`config.mk`:
```
export PLATFORM = sky130hd
export DESIGN_NAME = ex_div_unit
export DESIGN_NICKNAME = d
export VERILOG_FILES = /design/src/rtl/ex_div_unit.sv
export SDC_FILE = /design/constraint.sdc
export NUM_CORES = 1
export LEC_CHECK = 0
export CAP_MARGIN = 10
export CORE_MARGIN = 5
export CORE_UTILIZATION = 47
export CTS_CLUSTER_SIZE = 16
export DETAILED_ROUTE_END_ITERATION = 6
export GPL_ROUTABILITY_DRIVEN = 1
export GPL_TIMING_DRIVEN = 0
export PLACE_DENSITY_LB_ADDON = 0.1
export SLEW_MARGIN = 10
export SYNTH_ARGS = -nofsm -noshare
export SYNTH_HDL_FRONTEND = slang
export SYNTH_SLANG_ARGS = --single-unit
```
`constraint.sdc`:
```
create_clock -name clk -period 5.2 [get_ports clk]
set_input_delay 1.04 -clock clk [delete_from_list [all_inputs] [get_ports clk]]
set_output_delay 1.04 -clock clk [all_outputs]
set_load 0.02 [all_outputs]
```
`src/rtl/ex_div_unit.sv`:
```
// Iterative radix-2 restoring divide/remainder unit for RV32M in the EX stage.
// Stalls the front end while it works and pulses done_o for one cycle with the result.
module ex_div_unit #(
  parameter int WIDTH = 32,
  parameter int CNT_W = $clog2(WIDTH)
) (
  input  logic             clk,
  input  logic             reset,
  input  logic             start_i,
  input  logic [1:0]       op_i,
  input  logic [WIDTH-1:0] rs1_i,
  input  logic [WIDTH-1:0] rs2_i,
  input  logic [4:0]       rd_i,
  input  logic             flush_i,
  output logic             stall_o,
  output logic             busy_o,
  output logic             done_o,
  output logic [WIDTH-1:0] result_o,
  output logic [4:0]       rd_o
);

  typedef enum logic [1:0] {IDLE, CALC, FIX, DONE} state_t;

  localparam logic [WIDTH-1:0] ONE      = {{(WIDTH-1){1'b0}}, 1'b1};
  localparam logic [WIDTH-1:0] MIN_NEG  = {1'b1, {(WIDTH-1){1'b0}}};
  localparam logic [WIDTH-1:0] ALL_ONES = {WIDTH{1'b1}};
  localparam logic [CNT_W-1:0] LAST     = CNT_W'(WIDTH-1);
  localparam logic [CNT_W-1:0] CNT_ONE  = CNT_W'(1);

  state_t           state_q, state_d;
  logic [CNT_W-1:0] cnt_q, cnt_d;
  logic [WIDTH-1:0] rem_q, rem_d;
  logic [WIDTH-1:0] quo_q, quo_d;
  logic [WIDTH-1:0] div_q, div_d;
  logic             remSel_q, remSel_d;
  logic             quoNeg_q, quoNeg_d;
  logic             remNeg_q, remNeg_d;
  logic [4:0]       rdHold_q, rdHold_d;
  logic [WIDTH-1:0] result_q, result_d;
  logic [4:0]       rdOut_q, rdOut_d;

  logic             isSigned, rs1Neg, rs2Neg, divZero, overflow, special, accept;
  logic [WIDTH-1:0] rs1Abs, rs2Abs, specialRes, quoFix, remFix;
  logic [WIDTH:0]   shifted, trial;

  assign isSigned = ~op_i[0];
  assign rs1Neg   = isSigned & rs1_i[WIDTH-1];
  assign rs2Neg   = isSigned & rs2_i[WIDTH-1];
  assign rs1Abs   = rs1Neg ? (~rs1_i + ONE) : rs1_i;
  assign rs2Abs   = rs2Neg ? (~rs2_i + ONE) : rs2_i;
  assign divZero  = (rs2_i == '0);
  assign overflow = isSigned & (rs1_i == MIN_NEG) & (rs2_i == ALL_ONES);
  assign special  = divZero | overflow;
  assign accept   = (state_q == IDLE) & start_i & ~flush_i;

  // Divide-by-zero and signed overflow results are fixed by RV32M, so they skip the iteration.
  assign specialRes = op_i[1] ? (divZero ? rs1_i : '0)
                              : (divZero ? ALL_ONES : MIN_NEG);

  // The extra top bit of the trial difference is the borrow deciding each quotient bit.
  assign shifted = {rem_q, quo_q[WIDTH-1]};
  assign trial   = shifted - {1'b0, div_q};

  assign quoFix = quoNeg_q ? (~quo_q + ONE) : quo_q;
  assign remFix = remNeg_q ? (~rem_q + ONE) : rem_q;

  always_comb begin
    state_d  = state_q;
    cnt_d    = cnt_q;
    rem_d    = rem_q;
    quo_d    = quo_q;
    div_d    = div_q;
    remSel_d = remSel_q;
    quoNeg_d = quoNeg_q;
    remNeg_d = remNeg_q;
    rdHold_d = rdHold_q;
    result_d = result_q;
    rdOut_d  = rdOut_q;

    case (state_q)
      IDLE: begin
        if (accept) begin
          remSel_d = op_i[1];
          rdHold_d = rd_i;
          quoNeg_d = rs1Neg ^ rs2Neg;
          remNeg_d = rs1Neg;
          cnt_d    = '0;
          rem_d    = '0;
          quo_d    = rs1Abs;
          div_d    = rs2Abs;
          if (special) begin
            result_d = specialRes;
            rdOut_d  = rd_i;
            state_d  = DONE;
          end else begin
            state_d  = CALC;
          end
        end
      end
      CALC: begin
        cnt_d = cnt_q + CNT_ONE;
        if (!trial[WIDTH]) begin
          rem_d = trial[WIDTH-1:0];
          quo_d = {quo_q[WIDTH-2:0], 1'b1};
        end else begin
          rem_d = shifted[WIDTH-1:0];
          quo_d = {quo_q[WIDTH-2:0], 1'b0};
        end
        if (cnt_q == LAST) state_d = FIX;
      end
      FIX: begin
        result_d = remSel_q ? remFix : quoFix;
        rdOut_d  = rdHold_q;
        state_d  = DONE;
      end
      DONE: state_d = IDLE;
      default: state_d = IDLE;
    endcase

    // A flush abandons the operation without touching the visible result.
    if (flush_i) begin
      state_d  = IDLE;
      result_d = result_q;
      rdOut_d  = rdOut_q;
    end
  end

  always_ff @(posedge clk or negedge reset) begin
    if (!reset) begin
      state_q  <= IDLE;
      cnt_q    <= '0;
      rem_q    <= '0;
      quo_q    <= '0;
      div_q    <= '0;
      remSel_q <= 1'b0;
      quoNeg_q <= 1'b0;
      remNeg_q <= 1'b0;
      rdHold_q <= '0;
      result_q <= '0;
      rdOut_q  <= '0;
    end else begin
      state_q  <= state_d;
      cnt_q    <= cnt_d;
      rem_q    <= rem_d;
      quo_q    <= quo_d;
      div_q    <= div_d;
      remSel_q <= remSel_d;
      quoNeg_q <= quoNeg_d;
      remNeg_q <= remNeg_d;
      rdHold_q <= rdHold_d;
      result_q <= result_d;
      rdOut_q  <= rdOut_d;
    end
  end

  assign stall_o  = (accept & ~special) |
                    (((state_q == CALC) | (state_q == FIX)) & ~flush_i);
  assign busy_o   = (state_q != IDLE);
  assign done_o   = (state_q == DONE);
  assign result_o = result_q;
  assign rd_o     = rdOut_q;

endmodule

```
==> metrics.txt <==
# TYPE chip_impl_metric gauge
chip_impl_metric{name="synthArstFlopShare",unit=""} 1.00
chip_impl_info{name="rsz_0062_raised_after_global_routing",value="no"} 1
chip_impl_info{name="outcome",value="finished clean"} 1
chip_impl_metric{name="sequential_cell_area",unit="µm²"} 3700
chip_impl_metric{name="syn_avg_cell_area",unit="µm²"} 8.22
chip_impl_metric{name="post_route_cells_drive_above_1_share",unit=""} 0.0591
chip_impl_metric{name="nets",unit=""} 1629
chip_impl_metric{name="clk-insertion-delay-late",unit="ns"} 0.44
chip_impl_metric{name="cp_data_arrival_time",unit="ns"} 4.10
chip_impl_info{name="layout_common_cells",value="160 x sky130_fd_sc_hd__nand2_1, 155 x sky130_fd_sc_hd__o21ai_0, 148 x sky130_fd_sc_hd__dfrtp_1, 110 x sky130_fd_sc_hd__clkdlybuf4s50_1, 106 x sky130_fd_sc_hd__nor2_1"} 1
chip_impl_metric{name="finalHoldViolCount",unit=""} 0
chip_impl_metric{name="achievable-frequency",unit="GHz"} 0.195
chip_impl_metric{name="route.antenna.remaining_nets",unit=""} 0
chip_impl_metric{name="crit_path_max_fanout",unit=""} 6
chip_impl_metric{name="worstPathRequired",unit="ns"} 4.16
chip_impl_info{name="setup.worst_path.class",value="in2out"} 1
chip_impl_metric{name="core.rowCount",unit=""} 56
chip_impl_metric{name="number_of_max_cap_violations",unit=""} 0
chip_impl_metric{name="viasPerCell",unit=""} 5.90
chip_impl_metric{name="synth-edff-count",unit=""} 0
chip_impl_metric{name="effective_utilization_at_floorplan",unit=""} 0.479
chip_impl_metric{name="ys_seq_elements",unit=""} 148
chip_impl_info{name="hold_path.class",value="reg2reg"} 1
chip_impl_metric{name="synth_sequential_area_ratio",unit=""} 0.328
chip_impl_info{name="cts_tree",value="yes"} 1
chip_impl_metric{name="ir_worst_vdd",unit="µV"} 184
chip_impl_metric{name="top_level_ports",unit=""} 115
chip_impl_metric{name="globalRoute.totalOverflow",unit=""} 0
chip_impl_metric{name="timing.final.ws_setup",unit="ns"} 0.0620
chip_impl_metric{name="drt-wirelength-per-cell",unit="µm"} 20.2
chip_impl_metric{name="max-slew-margin-rel",unit=""} 0.250
chip_impl_metric{name="p_leak",unit="nW"} 5.51
chip_impl_metric{name="synth-warning-count",unit=""} 0
chip_impl_metric{name="syn_area",unit="µm²"} 11300
chip_impl_metric{name="pins_over_slew_limit",unit=""} 0
chip_impl_metric{name="synth_cell_types",unit=""} 68
chip_impl_metric{name="period_minus_slack",unit="ns"} 5.14
chip_impl_metric{name="die_height",unit="µm"} 165
chip_impl_metric{name="power.density",unit="nW/µm²"} 490
chip_impl_metric{name="synth_fp_nets",unit=""} 1496
chip_impl_info{name="layout_commonest_cell",value="sky130_fd_sc_hd__nand2_1"} 1
chip_impl_metric{name="gp_congestion",unit=""} 1.00
chip_impl_info{name="start_kind",value="primary input"} 1
chip_impl_metric{name="grt_usage",unit=""} 0.272
chip_impl_metric{name="grt_max_degree",unit=""} 79
chip_impl_metric{name="htree_num_levels",unit=""} 4
chip_impl_info{name="synth_top_flop_cell",value="sky130_fd_sc_hd__dfrtp_1"} 1
chip_impl_metric{name="initial_antenna_violation_count",unit=""} 0
chip_impl_metric{name="grt_first_pass_wirelength",unit="µm"} 57500
chip_impl_info{name="clockRootBuffer",value="sky130_fd_sc_hd__clkbuf_16"} 1
chip_impl_info{name="cp-end-kind",value="output port"} 1
chip_impl_metric{name="sinks_on_the_clock_net",unit=""} 148
chip_impl_metric{name="design.core.area",unit="µm²"} 23600
chip_impl_metric{name="syn_to_final_growth",unit="%"} 19.2
chip_impl_metric{name="drc",unit=""} 0
chip_impl_metric{name="drtPass1Iterations",unit=""} 5
chip_impl_metric{name="timing.final.setup_violations",unit=""} 0
chip_impl_metric{name="fp.dieArea",unit="µm²"} 27300
chip_impl_metric{name="post-place-ws",unit="ns"} -0.764
chip_impl_metric{name="first_iter_violations",unit=""} 941
chip_impl_metric{name="io_buffer_count",unit=""} 114
chip_impl_metric{name="fill_cells",unit=""} 2232
chip_impl_metric{name="max_slew.worst_pin.slew",unit="ns"} 1.12
chip_impl_metric{name="synthCells",unit=""} 1376
chip_impl_metric{name="cts.reportedPaths.clkPinSlew",unit="ns"} 0.07
chip_impl_metric{name="numCtsBuffers",unit=""} 17
chip_impl_metric{name="finalWirelength",unit="µm"} 37200
chip_impl_metric{name="route.vias.total",unit=""} 10855
chip_impl_metric{name="p_total",unit="mW"} 6.61
chip_impl_metric{name="multi_input_comb_area",unit="µm²"} 7050
chip_impl_metric{name="place_hpwl",unit="µm"} 28900
chip_impl_metric{name="vias_in_the_first_global_route",unit=""} 10442
chip_impl_metric{name="die_w",unit="µm"} 165
chip_impl_metric{name="clock_path_buffers",unit=""} 2
chip_impl_metric{name="ctsHoldBuffers",unit=""} 0
chip_impl_metric{name="finalClockSkew",unit="ns"} 0.0116
chip_impl_metric{name="antenna-diode-count",unit=""} 0
chip_impl_metric{name="final_core_util",unit=""} 0.571
chip_impl_metric{name="layout_worst_path_cycle_share",unit=""} 0.988
-- flip-flops by register name, indices dropped and copies added (netlist names) --
| signal | count |
|---|---|
| remNeg_q | 1 |
| rdHold_q | 5 |
| rem_q | 32 |
| rd_o | 5 |
| cnt_q | 5 |
| quo_q | 32 |
| quoNeg_q | 1 |
| state_q | 2 |
| result_o | 32 |
| div_q | 32 |
| remSel_q | 1 |
-- per-layer routing --
metal / wire length, µm / GRT usage / vias up
met2: 17700 / 0.467 / 429
met4: 1160 / 0.0975 / 0
li1: - / - / 5232
met5: 0 / 0 / -
met1: 15700 / 0.344 / 5119
met3: 2620 / 0.0489 / 75
-- metrics by stage --
stage / hold slack [ns] / area (µm²) / std cells / TNS, ns
final: 0.480 / 13500 / 1841 / 0
after global routing: 0.510 / 13500 / 1841 / 0
after CTS: 0.485 / 13500 / 1840 / 0
after detailed placement: 0.470 / 12900 / 1810 / -0.764
after global placement: 0.463 / 12800 / 1809 / -447.64
after floorplan: 0.445 / 11300 / 1376 / 0
-- synthesized netlist by cell type, types with 7 or more instances --
library cell / n / area, µm²
sky130_fd_sc_hd__a31oi_2: 20 / 250
sky130_fd_sc_hd__o211ai_1: 23 / 173
sky130_fd_sc_hd__nand2b_1: 14 / 87.6
sky130_fd_sc_hd__a31oi_1: 14 / 87.6
sky130_fd_sc_hd__nand4_1: 20 / 125
sky130_fd_sc_hd__nor2b_1: 10 / 62.6
sky130_fd_sc_hd__ha_1: 44 / 551
sky130_fd_sc_hd__a21oi_1: 88 / 440
sky130_fd_sc_hd__o41ai_1: 15 / 131
sky130_fd_sc_hd__nand2_1: 160 / 601
sky130_fd_sc_hd__dfrtp_1: 148 / 3700
sky130_fd_sc_hd__nor4_1: 7 / 43.8
sky130_fd_sc_hd__a21o_1: 10 / 75.1
sky130_fd_sc_hd__o31ai_1: 31 / 233
sky130_fd_sc_hd__a211oi_1: 7 / 52.6
sky130_fd_sc_hd__mux2i_1: 29 / 290
sky130_fd_sc_hd__or3_1: 19 / 119
sky130_fd_sc_hd__nand3_1: 14 / 70.1
sky130_fd_sc_hd__or4_1: 22 / 165
sky130_fd_sc_hd__inv_1: 58 / 218
sky130_fd_sc_hd__o311ai_0: 10 / 87.6
sky130_fd_sc_hd__xor2_1: 85 / 744
sky130_fd_sc_hd__nor3_1: 25 / 125
sky130_fd_sc_hd__a22oi_1: 13 / 97.6
sky130_fd_sc_hd__o21ai_0: 155 / 776
sky130_fd_sc_hd__clkbuf_1: 69 / 259
sky130_fd_sc_hd__xnor2_1: 62 / 543
sky130_fd_sc_hd__nor2_1: 106 / 398
sky130_fd_sc_hd__o22ai_1: 20 / 125
-- cell type report --
cell class / instances / area share
clock buffers: 17 / 0.0316
repair buffers: 116 / 0.0873
clock inverters: 15 / 0.0111
plain buffers: 81 / 0.0260
flip-flops and latches: 148 / 0.275
well taps: 319 / 0.0296
multi-input cells: 1087 / 0.523
inverters: 58 / 0.0162
-- final timing paths --
kind	to	slack (ns)	start	cells past startpoint
setup reg to reg	rem_q[13]$_DFFE_PN0P_	0.98	quo_q[31]$_DFFE_PN0P_	13
hold reg to reg	div_q[7]$_DFFE_PN0P_	0.48	div_q[7]$_DFFE_PN0P_	2
hold / removal	div_q[7]$_DFFE_PN0P_	0.48	div_q[7]$_DFFE_PN0P_	2
min in group asynchronous	result_o[15]$_DFFE_PN0P_	0.54	reset	1
max in group asynchronous	rem_q[24]$_DFFE_PN0P_	3.86	reset	2
setup / recovery	stall_o	0.06	rs1_i[0]	12
-- where the power goes --
part           switching, mW  internal (mW)  total [mW]  leakage (nW)
logic                   2.09           1.35        3.45          3.37
registers              0.352           1.58        1.93          1.87
clock network          0.553          0.670        1.22         0.270
total                   3.00           3.61        6.61          5.51
-- kinds of logic after synthesis --
logic type	count (synthesis)	synth area share
AO/OA/AOI/OAI	437	0.249
buffers and inverters	141	0.0510
XOR/XNOR	147	0.114
flip-flops	148	0.328
multiplexers	34	0.0307
adder cells (fa/ha/maj)	45	0.0505
AND/OR/NAND/NOR	424	0.178
-- what timing repair did --
action | CTS | global route
buffers inserted | 0 | 1
pin swaps | 1 | 0
setup endpoints to repair | 1 | 1
gates resized for setup | 11 | 2
gates cloned | 0 | 0
-- worst max-delay path: stages --
cell	delay [ns]
sky130_fd_sc_hd__clkdlybuf4s50_1	0.49
sky130_fd_sc_hd__inv_1	0.15
sky130_fd_sc_hd__ha_1	0.17
sky130_fd_sc_hd__or3b_1	0.40
sky130_fd_sc_hd__or4_4	0.47
sky130_fd_sc_hd__or4_4	0.52
sky130_fd_sc_hd__nor2b_4	0.22
sky130_fd_sc_hd__nand4_1	0.10
sky130_fd_sc_hd__and2_4	0.23
sky130_fd_sc_hd__inv_1	0.05
sky130_fd_sc_hd__o22ai_1	0.05
sky130_fd_sc_hd__buf_4	0.20
Note: power is estimated with default switching activity, not from simulation.
